File: config.mk
export PLATFORM = sky130hd
export DESIGN_NAME = dmem_store_queue
export DESIGN_NICKNAME = d
export VERILOG_FILES = /design/src/rtl/dmem_pkg.sv /design/src/rtl/sq_fwd_select.sv /design/src/rtl/dmem_store_queue.sv
export SDC_FILE = /design/constraint.sdc
export NUM_CORES = 1
export LEC_CHECK = 0
export ABC_AREA = 1
export BUFFER_PORTS_ARGS = -buffer_cell sky130_fd_sc_hd__buf_2
export CAP_MARGIN = 15
export CELL_PAD_IN_SITES_DETAIL_PLACEMENT = 0
export CELL_PAD_IN_SITES_GLOBAL_PLACEMENT = 1
export CORE_AREA = 2 2 242 221
export DETAILED_ROUTE_END_ITERATION = 12
export DIE_AREA = 0 0 244 223
export PLACE_DENSITY_LB_ADDON = 0.3
export SYNTH_ARGS = -nofsm -noshare
export SYNTH_HDL_FRONTEND = slang
export SYNTH_HIERARCHICAL = 1
export SYNTH_SLANG_ARGS = --single-unit
File: constraint.sdc
create_clock -name clock -period 3.3 [get_ports clock]
set_input_delay 0.33 -clock clock [delete_from_list [all_inputs] [get_ports clock]]
set_output_delay 0.33 -clock clock [all_outputs]
set_load 0.01 [all_outputs]
File: src/rtl/dmem_pkg.sv
// dmem_pkg: shared types, defaults and word-address helper for the data-memory store queue
package dmem_pkg;
  localparam int SQ_DEPTH_DEFAULT = 4;
  localparam int SQ_ADDR_W = 32;
  localparam int SQ_DATA_W = 32;
  typedef struct packed {
    logic valid;
    logic [SQ_ADDR_W-1:0] addr;
    logic [SQ_DATA_W-1:0] data;
  } sq_entry_t;
  function automatic logic [SQ_ADDR_W-3:0] word_addr(input logic [SQ_ADDR_W-1:0] a);
    return a[SQ_ADDR_W-1:2];
  endfunction
endpackage

File: src/rtl/sq_fwd_select.sv
// sq_fwd_select: matches a load word address against all queued stores, youngest entry wins
module sq_fwd_select
  import dmem_pkg::*;
#(
  parameter int DEPTH = SQ_DEPTH_DEFAULT,
  localparam int PTR_W = $clog2(DEPTH)
) (
  input  sq_entry_t              entries [DEPTH],
  input  logic [PTR_W-1:0]       wr_ptr,
  input  logic [SQ_ADDR_W-1:0]   addr,
  output logic                   hit,
  output logic [SQ_DATA_W-1:0]   data
);
  logic [PTR_W-1:0] idx;
  // Walk from oldest (wr_ptr-DEPTH) to youngest (wr_ptr-1) so later matches override.
  always_comb begin
    hit = 1'b0;
    data = '0;
    idx = '0;
    for (int k = DEPTH; k > 0; k--) begin
      idx = wr_ptr - PTR_W'(k);
      if (entries[idx].valid && word_addr(entries[idx].addr) == word_addr(addr)) begin
        hit = 1'b1;
        data = entries[idx].data;
      end
    end
  end
endmodule

File: src/rtl/dmem_store_queue.sv
// dmem_store_queue: in-order store FIFO between CPU MEM stage and backing memory, with load forwarding
module dmem_store_queue
  import dmem_pkg::*;
#(
  parameter int DEPTH = SQ_DEPTH_DEFAULT,
  parameter int ADDR_W = SQ_ADDR_W,
  parameter int DATA_W = SQ_DATA_W,
  localparam int PTR_W = $clog2(DEPTH),
  localparam int CNT_W = $clog2(DEPTH + 1)
) (
  input  logic              clock,
  input  logic              reset,
  input  logic [ADDR_W-1:0] cpu_addr,
  input  logic [DATA_W-1:0] cpu_wdata,
  input  logic              cpu_we,
  output logic [DATA_W-1:0] cpu_rdata,
  output logic [ADDR_W-1:0] mem_raddr,
  input  logic [DATA_W-1:0] mem_rdata,
  output logic [ADDR_W-1:0] mem_waddr,
  output logic [DATA_W-1:0] mem_wdata,
  output logic              mem_wvalid,
  input  logic              mem_wready,
  output logic              full,
  output logic              empty,
  output logic [CNT_W-1:0]  count,
  output logic              overflow
);
  sq_entry_t q [DEPTH];
  logic [PTR_W-1:0] wr_ptr, rd_ptr;
  logic deq, enq, hit;
  logic [DATA_W-1:0] fwd_data;
  assign empty = count == '0;
  assign full = count == CNT_W'(DEPTH);
  assign mem_wvalid = !empty;
  assign mem_waddr = q[rd_ptr].addr;
  assign mem_wdata = q[rd_ptr].data;
  assign mem_raddr = cpu_addr;
  assign deq = mem_wvalid & mem_wready;
  assign enq = cpu_we & (!full | deq);
  assign cpu_rdata = hit ? fwd_data : mem_rdata;
  sq_fwd_select #(.DEPTH(DEPTH)) u_fwd (
    .entries(q),
    .wr_ptr(wr_ptr),
    .addr(cpu_addr),
    .hit(hit),
    .data(fwd_data)
  );
  // When full with a simultaneous drain, wr_ptr == rd_ptr: the enqueue write must win over the valid clear.
  always_ff @(posedge clock) begin
    if (!reset) begin
      wr_ptr <= '0;
      rd_ptr <= '0;
      count <= '0;
      overflow <= 1'b0;
      for (int i = 0; i < DEPTH; i++) q[i].valid <= 1'b0;
    end else begin
      if (deq) q[rd_ptr].valid <= 1'b0;
      if (enq) q[wr_ptr] <= '{valid: 1'b1, addr: cpu_addr, data: cpu_wdata};
      wr_ptr <= wr_ptr + PTR_W'(enq);
      rd_ptr <= rd_ptr + PTR_W'(deq);
      count <= count + CNT_W'(enq) - CNT_W'(deq);
      if (cpu_we && full && !deq) overflow <= 1'b1;
    end
  end
endmodule

---- Word level (Yosys, flattened, before mapping) ----
Cells that the tools add are included.
word-level totals
  register bits after elaboration ......... 268
  input port bits ......................... 100
  output and inout bits ................... 135
  word-level logic and storage cells ...... 88
operators by class
  add/sub/neg operators ................... 7
  order comparisons ....................... 7
  equality and inequality tests ........... 5
  muxes and demuxes ....................... 33
  bitwise operators ....................... 8
  reduce and logical (&&, ||, !) cells .... 12
operators by type and width
  cell                                                       number
  two-way mux 260 bit                                        3
  binary-select mux 65 bit (select 2 bit)                    5
  two-way mux 65 bit                                         10
  bitwise mux 260 bit                                        2
  demux 65 bit (select 2 bit)                                2
  two-way mux 32 bit                                         5
  two-way mux 64 bit                                         2
  equality test 30 bit                                       4
  greater-or-equal comparator 3 bit (second input constant)  5
  inverter 2 -> 3 bit                                        5
  logical AND 1 bit                                          8
  < comparator 3 x 1 -> 1 bit (second input constant)        2
  adder 2 x 1 -> 2 bit                                       2
  two-way mux 1 bit                                          4
  subtractor 2 bit (second input constant)                   2
  adder 3 x 1 -> 3 bit                                       1
  equality test 3 bit (second input constant)                1
  logical NOT 1 bit                                          3
  logical NOT 3 bit                                          1
  subtractor 3 x 1 -> 3 bit                                  1
  AND 1 bit                                                  2
  subtractor 2 x 1 -> 2 bit (second input constant)          1
  bitwise OR 1 bit                                           1

---- Depth between registers and ports, before layout ----
  depth in word-level cells ............... 11
  mapped depth ............................ 23
  mapped depth without buffers ............ 20

---- Modules after synthesis ----
The synthesis kept the hierarchy.
modules (own cells, without submodules)
  module            times used  cells each  area an instance (µm²)  seq. area each (µm²)
  dmem_store_queue  1           1118        12189.2                 7927.6
  sq_fwd_select     1           2235        9908.3                  0.0

---- Worst setup path before layout ----
OpenSTA, ideal clock, no wires.
  path kind ............................... reg2out
  from .................................... register wr_ptr[0]
  to ...................................... output port cpu_rdata[4]
  arrival ................................. 2.750 ns
  data required time ...................... 2.970 ns
  path slack .............................. 0.220 ns
  cell stages (with the launch flop) ...... 19
  buffers on the path ..................... 6
  cell sequence ........................... dfxtp_1 inv_1 buf_4 buf_6 buf_6 nand2_1 nand3_1 nand2_1 xor2_1 nand3_1 nor2_1 nand2_1 nor2_4 nand2_1 buf_2 nand4_1 clkbuf_1 buf_2 mux2_1
on the way
  longest elaborated chain between the ends .. 11
  elaborated cells between the ends (all ways) .. 36
  classes of those cells .................. add/sub: 3; eq/ne: 4; mux: 21; bitwise: 4; reduce/logical: 4
RTL lines
  what                                                                                                  RTL line                                  RTL
  from (decl)                                                                                           dmem_store_queue.sv:29                    logic [PTR_W-1:0] wr_ptr, rd_ptr;
  from (signal assigned)                                                                                dmem_store_queue.sv:59                    wr_ptr <= wr_ptr + PTR_W'(enq);
  subtractor 2 bit or inverter 2 -> 3 bit (tied branches)                                               sq_fwd_select.sv:21, sq_fwd_select.sv:22
  inverter 2 -> 3 bit (not written as such) or binary-select mux 65 bit (select 2 bit) (tied branches)  sq_fwd_select.sv:22                       if (entries[idx].valid && word_addr(entries[idx].addr) == word_addr(addr)) begin
  binary-select mux 65 bit (select 2 bit) or two-way mux 65 bit (tied branches)                         sq_fwd_select.sv:22
  two-way mux 65 bit (not written as such)                                                              sq_fwd_select.sv:24                       data = entries[idx].data;
  two-way mux 65 bit (not written as such) or equality test 30 bit (tied branches)                      sq_fwd_select.sv:24, sq_fwd_select.sv:22
  equality test 30 bit or logical AND 1 bit (tied branches)                                             sq_fwd_select.sv:22
  logical AND 1 bit or two-way mux 1 bit (tied branches)                                                sq_fwd_select.sv:22
  two-way mux 1 bit (2 in a row)                                                                        sq_fwd_select.sv:22
  two-way mux 1 bit *                                                                                   sq_fwd_select.sv:22
  net hit                                                                                               dmem_store_queue.sv:30                    logic deq, enq, hit;
  two-way mux 32 bit *                                                                                  dmem_store_queue.sv:40                    assign cpu_rdata = hit ? fwd_data : mem_rdata;
  to (decl)                                                                                             dmem_store_queue.sv:16                    output logic [DATA_W-1:0] cpu_rdata,
Mark *: on every way through the listed nets, which the timed path passes. The rest lies on a longest branch. The select of a mux whose other input is x is not followed.

---- Worst setup path after layout ----
  from .................................... register wr_ptr[0]
  to ...................................... output port cpu_rdata[10]
The elaborated chain is that of the path after synthesis.

==> results_dict.tcl <==
set metrics [dict create \
    outcome "finished with violations" \
    failed_checks "negative setup slack" \
    clock_sink_count 268 \
    grt_util_all_layers_pct 28.4 \
    cts_tree "yes" \
    drt-vias-per-instance 5.42 \
    finalWorstPathRequiredPeriod_ps 3960 \
    first_pass_iters 6 \
    p_leak_nw 12.1 \
    largest_fanout_on_the_critical_path 8 \
    die_w_um 244 \
    initialDrtViolationCount 2408 \
    post-route-period-util_pct 120 \
    area.sequential_um2 7930 \
    synth_area_um2 22100 \
    p_comb_share_pct 45.1 \
    timing.critical_path.arrival_ps 3630 \
    met1Wirelength_um 35700 \
    numPlacedInstances 4151 \
    syn_avg_cell_area_um2 6.59 \
    grt_setup_unrepaired "true" \
    critical_path.endpoint_type "output pin" \
    clock-root-buffer "sky130_fd_sc_hd__clkbuf_16" \
    rows 80 \
    initial_core_util_pct 42.4 \
    intPower_mw 8.10 \
    post-synth-top-area-cell "sky130_fd_sc_hd__edfxtp_1" \
    routed-wl-met3_um 7350 \
    drt_drc_violations_left 0 \
    num_vias 22927 \
    finish.net_count 3614 \
    route.detailed.wl_per_inst_um 19.2 \
    timing.final.setup_violations 32 \
    synthesis.instances 3353 \
    dp_hpwl_um 54400 \
    area_growth_pct 16.9 \
    final-max-slew-violation-count 0 \
    max-cap-violations 0 \
    timing.clock.skew_ps 21.9 \
    fin_ws_ps -659 \
    dominantRegCellSynth "sky130_fd_sc_hd__edfxtp_1" \
    num_io_pins 235 \
    critPathLaunchType "flip-flop" \
    power.ir.vdd_worst_mv 0.612 \
    power_frac_clock_pct 25.4 \
    synth_fp_nets 3458 \
    layout-drive-gt1-share_pct 16.3 \
    synth_area_leaders "sky130_fd_sc_hd__edfxtp_1, sky130_fd_sc_hd__nand2_1, sky130_fd_sc_hd__o21ai_0" \
    cts.reportedPaths.clkPinSlew_ps 60 \
    timing.setup.critical_path_class "flip-flop to output pin" \
    synth.top_cell.area_share_pct 34.8 \
    clk-insertion-delay-late_ps 600 \
    worst_slew_margin_rel_pct 29.8 \
    hold_violations 0 \
    synth_enable_flop_cells 256 \
    n_fill_cell 5188 \
    seq_power_share_pct 29.5 \
    topRoutingLayerUsed "met4" \
    gp_routability_congestion 0.942 \
    ys_seq_elements 268 \
    via_count_of_the_first_global_routing_pass 21513 \
    async_reset_ff_share_pct 0 \
    power.net_switching_mw 5.84 \
    cts_htree_levels 1 \
    maximum_number_of_pins_on_one_net_before_global_route_repair 91 \
    die_area_um2 54400 \
    wirelength_um 81200 \
    yosys-top-cells-count "sky130_fd_sc_hd__nand2_1, sky130_fd_sc_hd__inv_1, sky130_fd_sc_hd__nor2_1, sky130_fd_sc_hd__edfxtp_1, sky130_fd_sc_hd__o21ai_0" \
    multi_input_area_um2 11900 \
    floorplan.core_area_um2 52200 \
    min-delay-path-class "primary input to flip-flop" \
    io_buffer_count 234 \
    antenna_cells_inserted 0 \
    die_height_um 223 \
    grt_remaining_overflow 0 \
    p_sw_share_pct 41.9 \
    post-synth-top-count-cell "sky130_fd_sc_hd__nand2_1" \
    power.density_nw_per_um2 540 \
    setup-tns-final_ps -19960 \
    stdcell_count 4231 \
    synth.distinct_cells 39 \
    grt_antenna_before_repair 0 \
    clockBufferDepth 3 \
    yosys_warnings 6 \
    route.antenna.remaining_nets 0 \
    seq_area_frac_synth_pct 35.9 \
    clock.fmax_mhz 253 \
    tightest_slew_ps 1050 \
    cts_buffers 31 \
    met2_wirelength_um 36600 \
    worst-endpoint-required_ps 2970 \
    grt_pass1_wl_um 121000 \
]
-- through the flow --
stage / setup slack, ps / power, mW / hold WS [ps] / area [um2] / utilization (%)
floorplan: 220 / 8.06 / 481 / 22100 / -
global placement: 17.7 / 10.1 / 450 / 23900 / 45.9
detailed placement: -0.615 / 10.2 / 453 / 23900 / 45.9
CTS: -577 / 13.8 / 60.1 / 25000 / 48.0
global route: -788 / 14.7 / 84.4 / 25800 / 49.5
finish: -659 / 13.9 / 79.3 / 25800 / 49.5
-- critical path: stages, from the launching register on --
cell	delay, ps
sky130_fd_sc_hd__dfxtp_4	450
sky130_fd_sc_hd__buf_12	200
sky130_fd_sc_hd__buf_12	150
sky130_fd_sc_hd__nand2_1	50
sky130_fd_sc_hd__o21ai_0	80
sky130_fd_sc_hd__buf_4	180
sky130_fd_sc_hd__nand2_1	50
sky130_fd_sc_hd__and2_1	170
sky130_fd_sc_hd__nand2_1	80
sky130_fd_sc_hd__o21ai_0	80
sky130_fd_sc_hd__nor3_1	220
sky130_fd_sc_hd__nand2_1	90
sky130_fd_sc_hd__nor2_1	120
sky130_fd_sc_hd__nand2_2	150
sky130_fd_sc_hd__nand4_1	130
sky130_fd_sc_hd__buf_6	160
sky130_fd_sc_hd__clkbuf_16	190
sky130_fd_sc_hd__mux2_2	350
sky130_fd_sc_hd__buf_6	120
-- final timing paths --
| path | slack (ps) | end | start | cells past startpoint |
|---|---|---|---|---|
| worst max-delay path | -660 | cpu_rdata[10] | wr_ptr[0] | 18 |
| worst min-delay path | 80 | q[94] | cpu_wdata[29] | 3 |
| worst max register to register | 860 | q[208] | wr_ptr[0] | 6 |
| worst min register to register | 460 | overflow | overflow | 2 |
-- placed cells by master (no fill, tap or decap), types with 19 or more instances in the layout --
cell                        synthesis  routed
sky130_fd_sc_hd__edfxtp_1         256     256
sky130_fd_sc_hd__buf_2             74     207
sky130_fd_sc_hd__inv_1            271     264
sky130_fd_sc_hd__nand4_1           82      82
sky130_fd_sc_hd__nand2_1         1502    1484
sky130_fd_sc_hd__o21ai_0          248     239
sky130_fd_sc_hd__mux2_4             0      19
sky130_fd_sc_hd__clkbuf_16          0      42
sky130_fd_sc_hd__mux2i_1           32      32
sky130_fd_sc_hd__buf_12             0      36
sky130_fd_sc_hd__nor2_2            57      59
sky130_fd_sc_hd__nand3_1          193     174
sky130_fd_sc_hd__buf_6             39      32
sky130_fd_sc_hd__buf_4             60      66
sky130_fd_sc_hd__nor2_1           258     253
sky130_fd_sc_hd__nand2_2            5      20
sky130_fd_sc_hd__o21ai_1           26      35
sky130_fd_sc_hd__o211ai_1          65      65
-- power groups by stage --
stage               clock [mW]  combinational [mW]  sequential, mW
global placement             0                5.95            4.17
detailed placement           0                5.99            4.18
finish                    3.54                6.29            4.11
CTS                       3.57                6.07            4.11
global route              3.69                6.91            4.13
floorplan                    0                3.93            4.14
-- routing by layer --
layer,up-vias,global-route usage [%]
met2,1007,46.4
met4,0,6.90
met5,-,0
met3,114,3.40
li1,11030,-
met1,10776,40.1
-- final cells by class --
type	instances	area share [%]
Tap cell	697	3.38
Timing Repair Buffer	358	11.7
Clock buffer	49	3.59
Multi-Input combinational cell	2562	46.0
Sequential cell	268	30.7
Clock inverter	9	0.392
Inverter	288	4.22
-- cells by family after synthesis --
kind of cell	synth area share [%]
XOR/XNOR	0.753
adder cells (fa/ha/maj)	0.317
AO/OA/AOI/OAI	8.79
flip-flops	35.9
buffers and inverters	11.6
multiplexers	3.08
AND/OR/NAND/NOR	39.5
-- state kept, by name, summed over array words and instances, names as in the netlist --
name,count
rd_ptr,2
count,3
wr_ptr,2
q,260
overflow,1
-- what timing repair did --
item,4_1_cts,5_1_grt
setup endpoints to repair,32,32
setup buffers,1,7
pin swaps,1,27
hold buffers,0,0
cloned,2,12
resized for setup,4,112
Power figures use the tool's default switching activity.
